$ cat src/rtl/padctl_strap.sv
`default_nettype none
// ============================================================================
// Module   : padctl_strap
// Desc     : FPGA pad controller: GPIO sync/filter, boot-strap lock and
//            JTAG/SPI debug pin steering. Macro PADCTL_GLITCH_FILTER_EN
//            enables the per-channel GPIO glitch filters.
// Revision : 1.0 - initial release
// ============================================================================
module padctl_strap #(
    parameter int unsigned NumGpio         = 16,
    parameter int unsigned FilterCycles    = 4,
    parameter int unsigned StrapHoldCycles = 16
) (
    input  logic               clk_i,
    input  logic               rst_i,
    input  logic [NumGpio-1:0] gpio_pad_i,
    output logic [NumGpio-1:0] gpio_pad_o,
    output logic [NumGpio-1:0] gpio_pad_oe_o,
    output logic [NumGpio-1:0] cio_gpio_p2d_o,
    input  logic [NumGpio-1:0] cio_gpio_d2p_i,
    input  logic [NumGpio-1:0] cio_gpio_en_d2p_i,
    input  logic [1:0]         strap_i,
    output logic [1:0]         strap_o,
    output logic               strap_valid_o,
    input  logic [2:0]         dps_i,
    output logic               dps_o,
    output logic               dps_oe_o,
    output logic               jtag_tck_o,
    output logic               jtag_tms_o,
    output logic               jtag_tdi_o,
    input  logic               jtag_tdo_i,
    output logic               spi_sck_o,
    output logic               spi_csb_o,
    output logic               spi_mosi_o,
    input  logic               spi_miso_i,
    input  logic               spi_miso_en_i
);

    localparam int unsigned    SCW        = (StrapHoldCycles > 1) ? $clog2(StrapHoldCycles) : 1;
    localparam logic [SCW-1:0] STRAP_LAST = SCW'(StrapHoldCycles - 1);
    localparam logic [2:0]     DPS_RST    = 3'b010;
    localparam logic [0:0]     ST_SAMPLE  = 1'b0;
    localparam logic [0:0]     ST_LOCKED  = 1'b1;

    logic [NumGpio-1:0] gpio_s1_q, gpio_s1_d, gpio_s2_q, gpio_s2_d;
    logic [NumGpio-1:0] pad_out_q, pad_out_d, pad_oe_q, pad_oe_d;
    logic [1:0]         strap_s1_q, strap_s1_d, strap_s2_q, strap_s2_d;
    logic [2:0]         dps_s1_q, dps_s1_d, dps_s2_q, dps_s2_d;
    logic [0:0]         state_q, state_d;
    logic [SCW-1:0]     strap_cnt_q, strap_cnt_d;
    logic [1:0]         strap_prev_q, strap_prev_d;
    logic [1:0]         strap_lock_q, strap_lock_d;

    always_comb begin
        gpio_s1_d  = gpio_pad_i;
        gpio_s2_d  = gpio_s1_q;
        strap_s1_d = strap_i;
        strap_s2_d = strap_s1_q;
        dps_s1_d   = dps_i;
        dps_s2_d   = dps_s1_q;
        pad_out_d  = cio_gpio_d2p_i;
        pad_oe_d   = cio_gpio_en_d2p_i;
    end

    always_ff @(posedge clk_i) begin
        if (rst_i) begin
            gpio_s1_q  <= '0;
            gpio_s2_q  <= '0;
            strap_s1_q <= '0;
            strap_s2_q <= '0;
            dps_s1_q   <= DPS_RST;
            dps_s2_q   <= DPS_RST;
            pad_out_q  <= '0;
            pad_oe_q   <= '0;
        end else begin
            gpio_s1_q  <= gpio_s1_d;
            gpio_s2_q  <= gpio_s2_d;
            strap_s1_q <= strap_s1_d;
            strap_s2_q <= strap_s2_d;
            dps_s1_q   <= dps_s1_d;
            dps_s2_q   <= dps_s2_d;
            pad_out_q  <= pad_out_d;
            pad_oe_q   <= pad_oe_d;
        end
    end

    // Strap FSM: state register
    always_ff @(posedge clk_i) begin
        if (rst_i) begin
            state_q      <= ST_SAMPLE;
            strap_cnt_q  <= '0;
            strap_prev_q <= '0;
            strap_lock_q <= '0;
        end else begin
            state_q      <= state_d;
            strap_cnt_q  <= strap_cnt_d;
            strap_prev_q <= strap_prev_d;
            strap_lock_q <= strap_lock_d;
        end
    end

    // Straps are compared as they enter the last synchroniser stage, so a change
    // restarts the hold count on the edge it leaves the synchroniser.
    always_comb begin
        state_d      = state_q;
        strap_cnt_d  = strap_cnt_q;
        strap_prev_d = strap_prev_q;
        strap_lock_d = strap_lock_q;
        if (state_q == ST_SAMPLE) begin
            if (strap_s1_q != strap_prev_q) begin
                strap_cnt_d  = '0;
                strap_prev_d = strap_s1_q;
            end else if (strap_cnt_q == STRAP_LAST) begin
                strap_lock_d = strap_s2_q;
                state_d      = ST_LOCKED;
            end else begin
                strap_cnt_d = strap_cnt_q + SCW'(1);
            end
        end
    end

    always_comb begin
        strap_valid_o = (state_q == ST_LOCKED);
        jtag_tck_o    = 1'b0;
        jtag_tms_o    = 1'b1;
        jtag_tdi_o    = 1'b0;
        spi_sck_o     = 1'b0;
        spi_csb_o     = 1'b1;
        spi_mosi_o    = 1'b0;
        dps_o         = 1'b0;
        dps_oe_o      = 1'b0;
        if (state_q == ST_LOCKED) begin
            if (strap_lock_q[0]) begin
                spi_sck_o  = dps_s2_q[0];
                spi_csb_o  = dps_s2_q[1];
                spi_mosi_o = dps_s2_q[2];
                dps_o      = spi_miso_i;
                dps_oe_o   = spi_miso_en_i;
            end else begin
                jtag_tck_o = dps_s2_q[0];
                jtag_tms_o = dps_s2_q[1];
                jtag_tdi_o = dps_s2_q[2];
                dps_o      = jtag_tdo_i;
                dps_oe_o   = 1'b1;
            end
        end
    end

    assign strap_o       = strap_lock_q;
    assign gpio_pad_o    = pad_out_q;
    assign gpio_pad_oe_o = pad_oe_q;

`ifdef PADCTL_GLITCH_FILTER_EN
    localparam int unsigned FCW = $clog2(FilterCycles + 1);

    for (genvar g = 0; g < NumGpio; g++) begin : g_filter
        logic           filt_q, filt_d;
        logic [FCW-1:0] fcnt_q, fcnt_d;

        always_comb begin
            filt_d = filt_q;
            fcnt_d = '0;
            if (gpio_s2_q[g] != filt_q) begin
                if (fcnt_q == FCW'(FilterCycles - 1)) begin
                    filt_d = gpio_s2_q[g];
                end else begin
                    fcnt_d = fcnt_q + FCW'(1);
                end
            end
        end

        always_ff @(posedge clk_i) begin
            if (rst_i) begin
                filt_q <= 1'b0;
                fcnt_q <= '0;
            end else begin
                filt_q <= filt_d;
                fcnt_q <= fcnt_d;
            end
        end

        assign cio_gpio_p2d_o[g] = filt_q;
    end
`else
    // An illegal FilterCycles ties the bank off instead of hiding the misconfiguration.
    if (FilterCycles >= 1) begin : g_bypass
        assign cio_gpio_p2d_o = gpio_s2_q;
    end else begin : g_bypass_bad_cfg
        assign cio_gpio_p2d_o = '0;
    end
`endif

endmodule
`default_nettype wire

$ cat config.mk
export PLATFORM = sky130hd
export DESIGN_NAME = padctl_strap
export DESIGN_NICKNAME = d
export VERILOG_FILES = /design/src/rtl/padctl_strap.sv
export SDC_FILE = /design/constraint.sdc
export NUM_CORES = 1
export LEC_CHECK = 0
export CORE_MARGIN = 4
export CORE_UTILIZATION = 35
export DETAILED_ROUTE_END_ITERATION = 12
export PLACE_DENSITY_LB_ADDON = 0.05
export SYNTH_ARGS = -nofsm -noshare
export SYNTH_HDL_FRONTEND = slang
export SYNTH_SLANG_ARGS = --single-unit
$ cat constraint.sdc
create_clock -name clk_i -period 1.5 [get_ports clk_i]
set_input_delay 0.3 -clock clk_i [delete_from_list [all_inputs] [get_ports clk_i]]
set_output_delay 0.3 -clock clk_i [all_outputs]
set_load 0.01 [all_outputs]
======== Yosys cells after proc, flatten, opt, wreduce, memory -nomap -nowiden ========
Index checks and enable logic that the tools add are counted.
operators by class
  $add $sub $neg .......................... 1
  equality and inequality tests ........... 3
  muxes and demuxes ....................... 21
  bitwise operators ....................... 2
  reductions and logical operators ........ 3
operators with widths
  cell                   number
  $mux W1                19
  $mux W4                2
  $add A4 B1 Y4 const B  1
  $eq A4 B4 Y1 const B   1
  $reduce_and A2 Y1      2
  $reduce_and A3 Y1      1
  $ne A2 B2 Y1           1
  $ne A2 B2 Y1 const B   1
  $not A1 Y1             2
storage, ports and cells
  bits in registers ....................... 83
  output and inout bits ................... 59

======== Longest topological paths before layout ========
Gate-level depths: netlist of run 1.
  depth after elaboration ................. 4
  depth in mapped cells ................... 4

======== Worst setup path before layout of run 1 ========
OpenSTA, ideal clock, no wires.
  path type ............................... register to register
  start ................................... reg strap_cnt_q[0]
  end ..................................... reg strap_lock_q[0], in the netlist strap_o[0]
  setup time .............................. 0.072 ns
  arrival time ............................ 1.197 ns
  slack ................................... 0.231 ns
  stages on the path, launching flop included .. 5
  cells stage by stage .................... dfxtp_1 > ha_1 > and3_4 > and4_4 > mux2i_1
on the way
  word-level cells in the longest chain between the ends .. 2
RTL lines
  item                         line  source
  start: declaration           50    logic [SCW-1:0] strap_cnt_q, strap_cnt_d;
  start signal: assignment     96    strap_cnt_q <= strap_cnt_d;
  $eq A4 B4 Y1                 113   end else if (strap_cnt_q == STRAP_LAST) begin
  $reduce_and A3 Y1 (no line)  n/a
  end signal: assignment       98    strap_lock_q <= strap_lock_d;
  end: declaration             52    logic [1:0] strap_lock_q, strap_lock_d;
No other way between the ends.
A chain may end at the register's enable or synchronous reset.

======== Final worst setup path of run 1 ========
  start ................................... reg strap_lock_q[0], in the netlist strap_o[0]
  end ..................................... out dps_o
on the way
  word-level cells in the longest chain between the ends .. 2
RTL lines
  item              line  source
  $mux W1           133   if (strap_lock_q[0]) begin
  $mux W1           132   if (state_q == ST_LOCKED) begin
  end: declaration  26    output logic dps_o,
No other way between the ends.

==> results of run 1 <==
## flip-flops by register name (all words and copies together), names as in the netlist
name	count
strap_s2_q	2
strap_cnt_q	4
gpio_s1_q	16
cio_gpio_p2d_o	16
dps_s1_q	3
gpio_pad_o	16
strap_o	2
dps_s2_q	3
strap_valid_o	1
gpio_pad_oe_o	16
strap_s1_q	2
strap_prev_q	2
## final cells by class
class | count | area, um2 | area share
Tap cell | 96 | 120 | 0.0302
Clock inverter | 5 | 38.8 | 0.00976
Multi-Input combinational cell | 122 | 816 | 0.205
Timing Repair Buffer | 129 | 1190 | 0.301
Clock buffer | 11 | 131 | 0.0331
Sequential cell | 83 | 1670 | 0.419
Inverter | 2 | 7.51 | 0.00189
## per-layer routing
layer / wire [um] / up-vias
met5: 0 / -
met4: 115 / 0
met3: 525 / 10
met2: 2760 / 57
met1: 2110 / 815
li1: - / 951
## Yosys cell counts (all sizes together) (3+ instances only)
| library cell | n |
|---|---|
| nand3b | 4 |
| buf | 3 |
| mux2i | 5 |
| clkbuf | 8 |
| nand3 | 3 |
| nand2 | 3 |
| dfxtp | 83 |
| nor2b | 72 |
| a21oi | 3 |
| and3 | 3 |
| nand2b | 4 |
| nor2 | 4 |
## power by group
part	total (W)	internal (W)	switching, W	leakage, nW
Sequential	0.00233	0.00230	0.0000302	0.689
Combinational	0.000416	0.000268	0.000148	1.03
Clock	0.00139	0.000608	0.000778	0.0722
## what timing repair did
| action | in CTS | in global routing |
|---|---|---|
| gates resized for setup | 82 | 10 |
| pin swaps | 0 | 2 |
| gates cloned | 0 | 0 |
| setup buffers | 3 | 0 |
| endpoints found under the setup margin | 53 | 13 |
## how the worst min path moves through the flow
stage,from,to,slack (ps),cells after the start
6_report,rst_i,strap_s2_q[0],350,2
5_1_grt,rst_i,strap_s2_q[0],360,2
4_1_cts,rst_i,strap_s2_q[0],340,2
3_5_place_dp,dps_s1_q[1],dps_s2_q[1],400,1
3_3_place_gp,dps_s1_q[1],dps_s2_q[1],390,1
2_1_floorplan,dps_s1_q[1],dps_s2_q[1],380,1
## worst register-to-register path, stage by stage, from the launching register on
cell,delay [ps]
dfxtp_1,420
ha_1,200
and3_4,220
and4_4,250
mux2i_1,180
## through the flow
stage	setup WS, ps	TNS (ps)	hold slack (ps)	total power (W)	instances
5_1_grt	-123	-307	364	0.00434	448
6_report	-33.3	-39.5	353	0.00414	448
4_1_cts	-81.1	-101	344	0.00420	449
2_1_floorplan	231	0	383	0.00255	218
3_3_place_gp	-257	-504	389	0.00285	430
3_5_place_dp	-318	-568	401	0.00285	430
## kinds of logic (layout without fill, tap and decap cells)
group | count (synthesis) | after routing | share of synthesized area
AOI/OAI and AO/OA | 10 | 10 | 0.0307
xor gates and xnor gates | 2 | 2 | 0.0129
adders and majority gates | 1 | 1 | 0.00494
buffers and inverters | 13 | 147 | 0.0208
DFF | 83 | 83 | 0.657
muxes | 5 | 5 | 0.0198
and+or+nand+nor | 104 | 104 | 0.254
==> summary.md, run 1 <==
| Metric | Value |
|---|---|
| Run status | finished, violations left |
| Failing checks | setup timing |
| Critical-path top delay cell | dfxtp_4 |
| Startpoint types | register |
| Reg2Reg Depth | 4 |
| Slew of the pin with the lowest slew margin | between 300 and 400 ps |
| Post-synthesis sequential area ratio | 0.657 |
| CTS HTree Levels | 3 |
| Placed cell area | between 3000 and 4000 um2 |
| Synth warnings | 0 |
| Hold buffer count at CTS | 0 |
| WP data required | 1200 ps |
| Post-synth ARST share | 0 |
| Crit path DAT | 1230 ps |
| Syn nets | between 200 and 300 |
| Die Y | 93.0 um |
| Yosys cell types | 30 |
| Clock latency at the later pin of the worst-skew pair | 340 ps |
| Starting Density | 0.366 |
| Row count | 30 |
| Ports | roughly 120 |
| Setup repair after global routing missed its margin | true |
| Synth Instances | 218 |
| Clock skew | about 7.6 ps |
| # nets final | 406 |
| Vias in the first global route | 1718 |
| Diode count | 0 |
| Final core occ | 0.576 |
| Syn_area_per_cell | 11.6 um2 |
| Via-to-Cell Ratio | slightly above 4 |
| Reg2Reg Setup Slack | 170 ps |
| Core area | 6910 um2 |
| Number of routed nets with antenna violations | 0 |
| Final HPWL DP | 4040 um |
| Final max-slew violation count | 0 |
| Final min period | 1530 ps |
| Period utilization | 1.02 |
| Cts bufs inserted | 9 |
| Rel. slew slack | 0.762 |
| Share of cells above drive strength 1 | 0.128 |
| GR Layer Usage met3 | 0.0764 |
| Crit path cell chain | buf_6, buf_6, mux2i_1, nor2_1, buf_2 |
| Endpoints failing hold | 0 |
| CP max FO | 4 |
| CP endpoint kind | primary output |
| CTS tree | done |
| Final worst slack | -33.3 ps |
| CP dominant cell by count | buf_6 |
| Max Freq | approximately 650 MHz |
| Power density cells | 1040 nW/um2 |
| Synth Register Bits | 83 |
| Buffers on Ports | 116 |
| Synth area leader | dfxtp_1 |
| Synthesized area | 2530 um2 |
| Cell family with most CP delay | flip-flops |
| Grt met1 use | 0.121 |
| Worst path depth | 5 |
| CTS sink cnt | just over 80 |
| Drt first pass iters | 4 |
| Pin count of the biggest net entering global routing | 43 |
| Worst Setup EP | dps_o |
| Most frequent cells in the layout | dfxtp_1, nor2b_1, clkdlybuf4s50_1, dlygate4sd2_1, buf_4 |
| Synth-to-layout area growth | 57.1% |
| Initial DRC Count | just over 40 |
| Final Setup Violations | 2 |
| Total Wirelength | between 5000 and 6000 um |
| Full die area | just under 9000 um2 |
| First-pass GRT wire length | 8480 um |
| Commonest non-fill, non-tap cell in the layout | dfxtp_1 |
| Total of max-cap violations | 0 |
| Largest stage delay, worst path | between 300 and 400 ps |
| Fillers | 648 |
| Global route hottest layer | met2 |
| GRT met2 Usage | 0.225 |
| Synth top area share | 0.657 |
| VDD IR max | 0.660 mV |
| GP Congestion | 0.685 |
| EDFF count, synth | 0 |
| CTS root buf | clkbuf_8 |
| Critical Setup Path Class | register to primary output |
| Worst-path clk slew | 80 ps |
| Final instance area | between 3000 and 4000 um2 |
| Total congestion overflow | 0 |
| Lkg Pwr | about 1.8 nW |
| Antenna violations before repair | 0 |
| Via count | between 1500 and 2000 |
| Die X-Extent | 93.0 um |
| CTS Buffer Depth | 2 |
| Hold Path Class | input port to register |
| Area contributors post-synth | dfxtp_1, nor2b_1, mux2i_1 |
| Routed len/inst | 12.3 um |
| Main synth FF type | dfxtp_1 |
| Worst r2r src | strap_cnt_q[0] |
| All-Layer GR Usage | 0.129 |
| Reg2reg end | strap_o[0] |
| Drt drc | 0 |
| Worst path bufs/invs | 3 |
| Worst Setup SP | strap_o[0] |
(Power assumes the default switching activity.)
==> inputs of run 2 (changes only) <==
--- a/config.mk
+++ b/config.mk
@@ -5,7 +5,7 @@
 export SDC_FILE = /design/constraint.sdc
 export NUM_CORES = 1
 export LEC_CHECK = 0
-export CORE_MARGIN = 4
+export CORE_MARGIN = 3
 export CORE_UTILIZATION = 35
 export DETAILED_ROUTE_END_ITERATION = 12
 export PLACE_DENSITY_LB_ADDON = 0.05
==> run 2 against run 1 <==
Effect of this change: the flow still finishes with violations (setup timing); register-to-register slack hardly changed; clock skew is 2.2 ps higher; worst setup slack better by 25 ps; sequential share of layout area is 0.39 points lower; first-iteration DRC count is 22% lower; combinational power hardly changed; sequential power hardly changed; flip-flop and latch count stayed put; critical path type unchanged; largest cell class unchanged.
==> summary.md, run 2 (synthesis results as in run 1) <==
| Metric | Value |
|---|---|
| CP max FO | 6 (+2) |
| Core area | 6910 um2 (unchanged) |
| Cell family with most CP delay | flip-flops |
| Drt drc | 0 (unchanged) |
| Pin count of the biggest net entering global routing | 37 (-14%) |
| Worst path bufs/invs | 1 (-2) |
| Setup repair after global routing missed its margin | true |
| Diode count | 0 (unchanged) |
| Row count | 30 (unchanged) |
| Critical-path top delay cell | dfxtp_4 |
| Full die area | 8280 um2 (-4.3%) |
| GR Layer Usage met3 | 0.0646 (-0.0118) |
| Placed cell area | 3840 um2 (-0.39%) |
| Startpoint types | register |
| Die Y | 91.0 um (-2.2%) |
| Final HPWL DP | 3650 um (-9.5%) |
| CTS root buf | clkbuf_8 |
| Vias in the first global route | 1688 (-1.7%) |
| Power density cells | 1140 nW/um2 (+9.1%) |
| Crit path cell chain | or3_1, buf_2 |
| CTS sink cnt | 83 (unchanged) |
| Area of the multi-input gates | 818 um2 (+0.31%) |
| Cts bufs inserted | 9 (unchanged) |
| Failing checks | setup timing |
| Final worst slack | -8.46 ps (+24.8 ps) |
| WP data required | 1200 ps (about the same) |
| Hold buffer count at CTS | 0 (unchanged) |
| GRT met2 Usage | 0.186 (-0.0386) |
| Drt first pass iters | 4 (unchanged) |
| Register Area | 1670 um2 (+0.15%) |
| Final min period | 1510 ps (-24.8 ps) |
| Hold Path Class | input port to register |
| Via-to-Cell Ratio | 4.14 (+1.1%) |
| Grt met1 use | 0.146 (+0.0251) |
| Final max-slew violation count | 0 (unchanged) |
| Starting Density | 0.366 (unchanged) |
| Lkg Pwr | 1.79 nW (+0.22%) |
| Pwr Total | 0.00456 W (+10%) |
| Antenna violations before repair | 0 (unchanged) |
| Fillers | 631 (-2.6%) |
| # nets final | 404 (-0.49%) |
| CTS Buffer Depth | 2 (unchanged) |
| Synth-to-layout area growth | 58.9% |
| Dpl cells | 428 (-0.47%) |
| Share of cells above drive strength 1 | 0.126 (-0.00213) |
| Global route hottest layer | met2 |
| Dpl ws | -266 ps (+51.6 ps) |
| CTS HTree Levels | 3 (unchanged) |
| Total congestion overflow | 0 (unchanged) |
| Final instance area | 4020 um2 (+1.1%) |
| Die X-Extent | 91.0 um (-2.2%) |
| Clock latency at the later pin of the worst-skew pair | 340 ps (about the same) |
| All-Layer GR Usage | 0.127 (-0.00231) |
| Total Wirelength | 5140 um (-6.7%) |
| Slew of the pin with the lowest slew margin | 479 ps (+125 ps) |
| Initial DRC Count | 32 (-22%) |
| Total of max-cap violations | 0 (unchanged) |
| Finished Layout Cells | 446 (-0.45%) |
| Commonest non-fill, non-tap cell in the layout | dfxtp_1 |
| VDD IR max | 0.545 mV (-17%) |
| Final Setup Violations | 1 (-1) |
| Routed len/inst | 11.5 um (-6.3%) |
| Ports | 117 (unchanged) |
| Clock skew | 9.83 ps (+2.22 ps) |
| Number of routed nets with antenna violations | 0 (unchanged) |
| Most frequent cells in the layout | dfxtp_1, nor2b_1, clkdlybuf4s50_1, dlygate4sd2_1, clkbuf_8 |
| First-pass GRT wire length | 8280 um (-2.4%) |
| Via count | 1845 (+0.65%) |
| Largest stage delay, worst path | 370 ps (about the same) |
| Critical Setup Path Class | register to primary output |
| Buffers on Ports | 116 (unchanged) |
| Run status | finished, violations left |
| Max Freq | 663 MHz (+1.6%) |
| Worst-path clk slew | 70 ps (about the same) |
| CTS tree | done |
| CP endpoint kind | primary output |
| Rel. slew slack | 0.680 (-0.0820) |
| Crit path DAT | 1210 ps (-20 ps) |
| Period utilization | 1.01 (-0.0166) |
| GP Congestion | 0.758 (+11%) |
| Endpoints failing hold | 0 (unchanged) |
==> run 2: area by class of cell <==
cell class / count / area share
multi-input combinational: 122 / 0.204
tap: 96 / 0.0299
inverter: 2 / 0.00249
sequential: 83 / 0.415
clock buffer: 11 / 0.0377
clock inverter: 5 / 0.0205
timing repair buffer: 127 / 0.290
==> run 2: final timing paths <==
check                               startpoint               to  slack (ps)  depth (start not counted)
worst max-delay path                strap_o[0]       jtag_tms_o          -8                          2
worst min register to register     dps_s1_q[1]      dps_s2_q[1]         420                          1
worst min-delay path                     rst_i  strap_prev_q[1]         400                          2
worst max register to register  strap_cnt_q[0]       strap_o[0]         180                          4
==> run 2: report_power, final <==
part / switching, W / total, W / internal, W / leakage [nW]
combinational: 0.000150 / 0.000417 / 0.000266 / 0.984
sequential: 0.0000252 / 0.00233 / 0.00230 / 0.689
clock: 0.000784 / 0.00182 / 0.00103 / 0.120
total: 0.000959 / 0.00456 / 0.00360 / 1.79
==> run 2: metrics by stage <==
step            util  hold WS [ps]  TNS [ps]
4_1_cts        0.582           394     -37.8
5_1_grt        0.582           400     -97.3
6_report       0.582           401     -8.46
3_5_place_dp   0.556           412      -564
2_1_floorplan      -           383         0
3_3_place_gp   0.556           413      -518
==> run 2: per-layer routing <==
| layer | routed length, um | up-vias | share of wire |
|---|---|---|---|
| li1 | - | 951 | - |
| met1 | 2190 | 813 | 0.43 |
| met2 | 2280 | 71 | 0.44 |
| met3 | 560 | 10 | 0.11 |
| met4 | 116 | 0 | 0.023 |
| met5 | 0 | - | 0 |
==> run 2: timing repair <==
action / CTS / global route
pin swaps: 0 / 1
buffers inserted: 2 / 0
endpoints found under the setup margin: 56 / 10
gates resized for setup: 74 / 12
==> run 2: worst register-to-register path, stage by stage (launching register included) <==
cell	delay (ps)
dfxtp_1	350
ha_1	250
and3_4	230
and4_4	240
mux2i_1	170
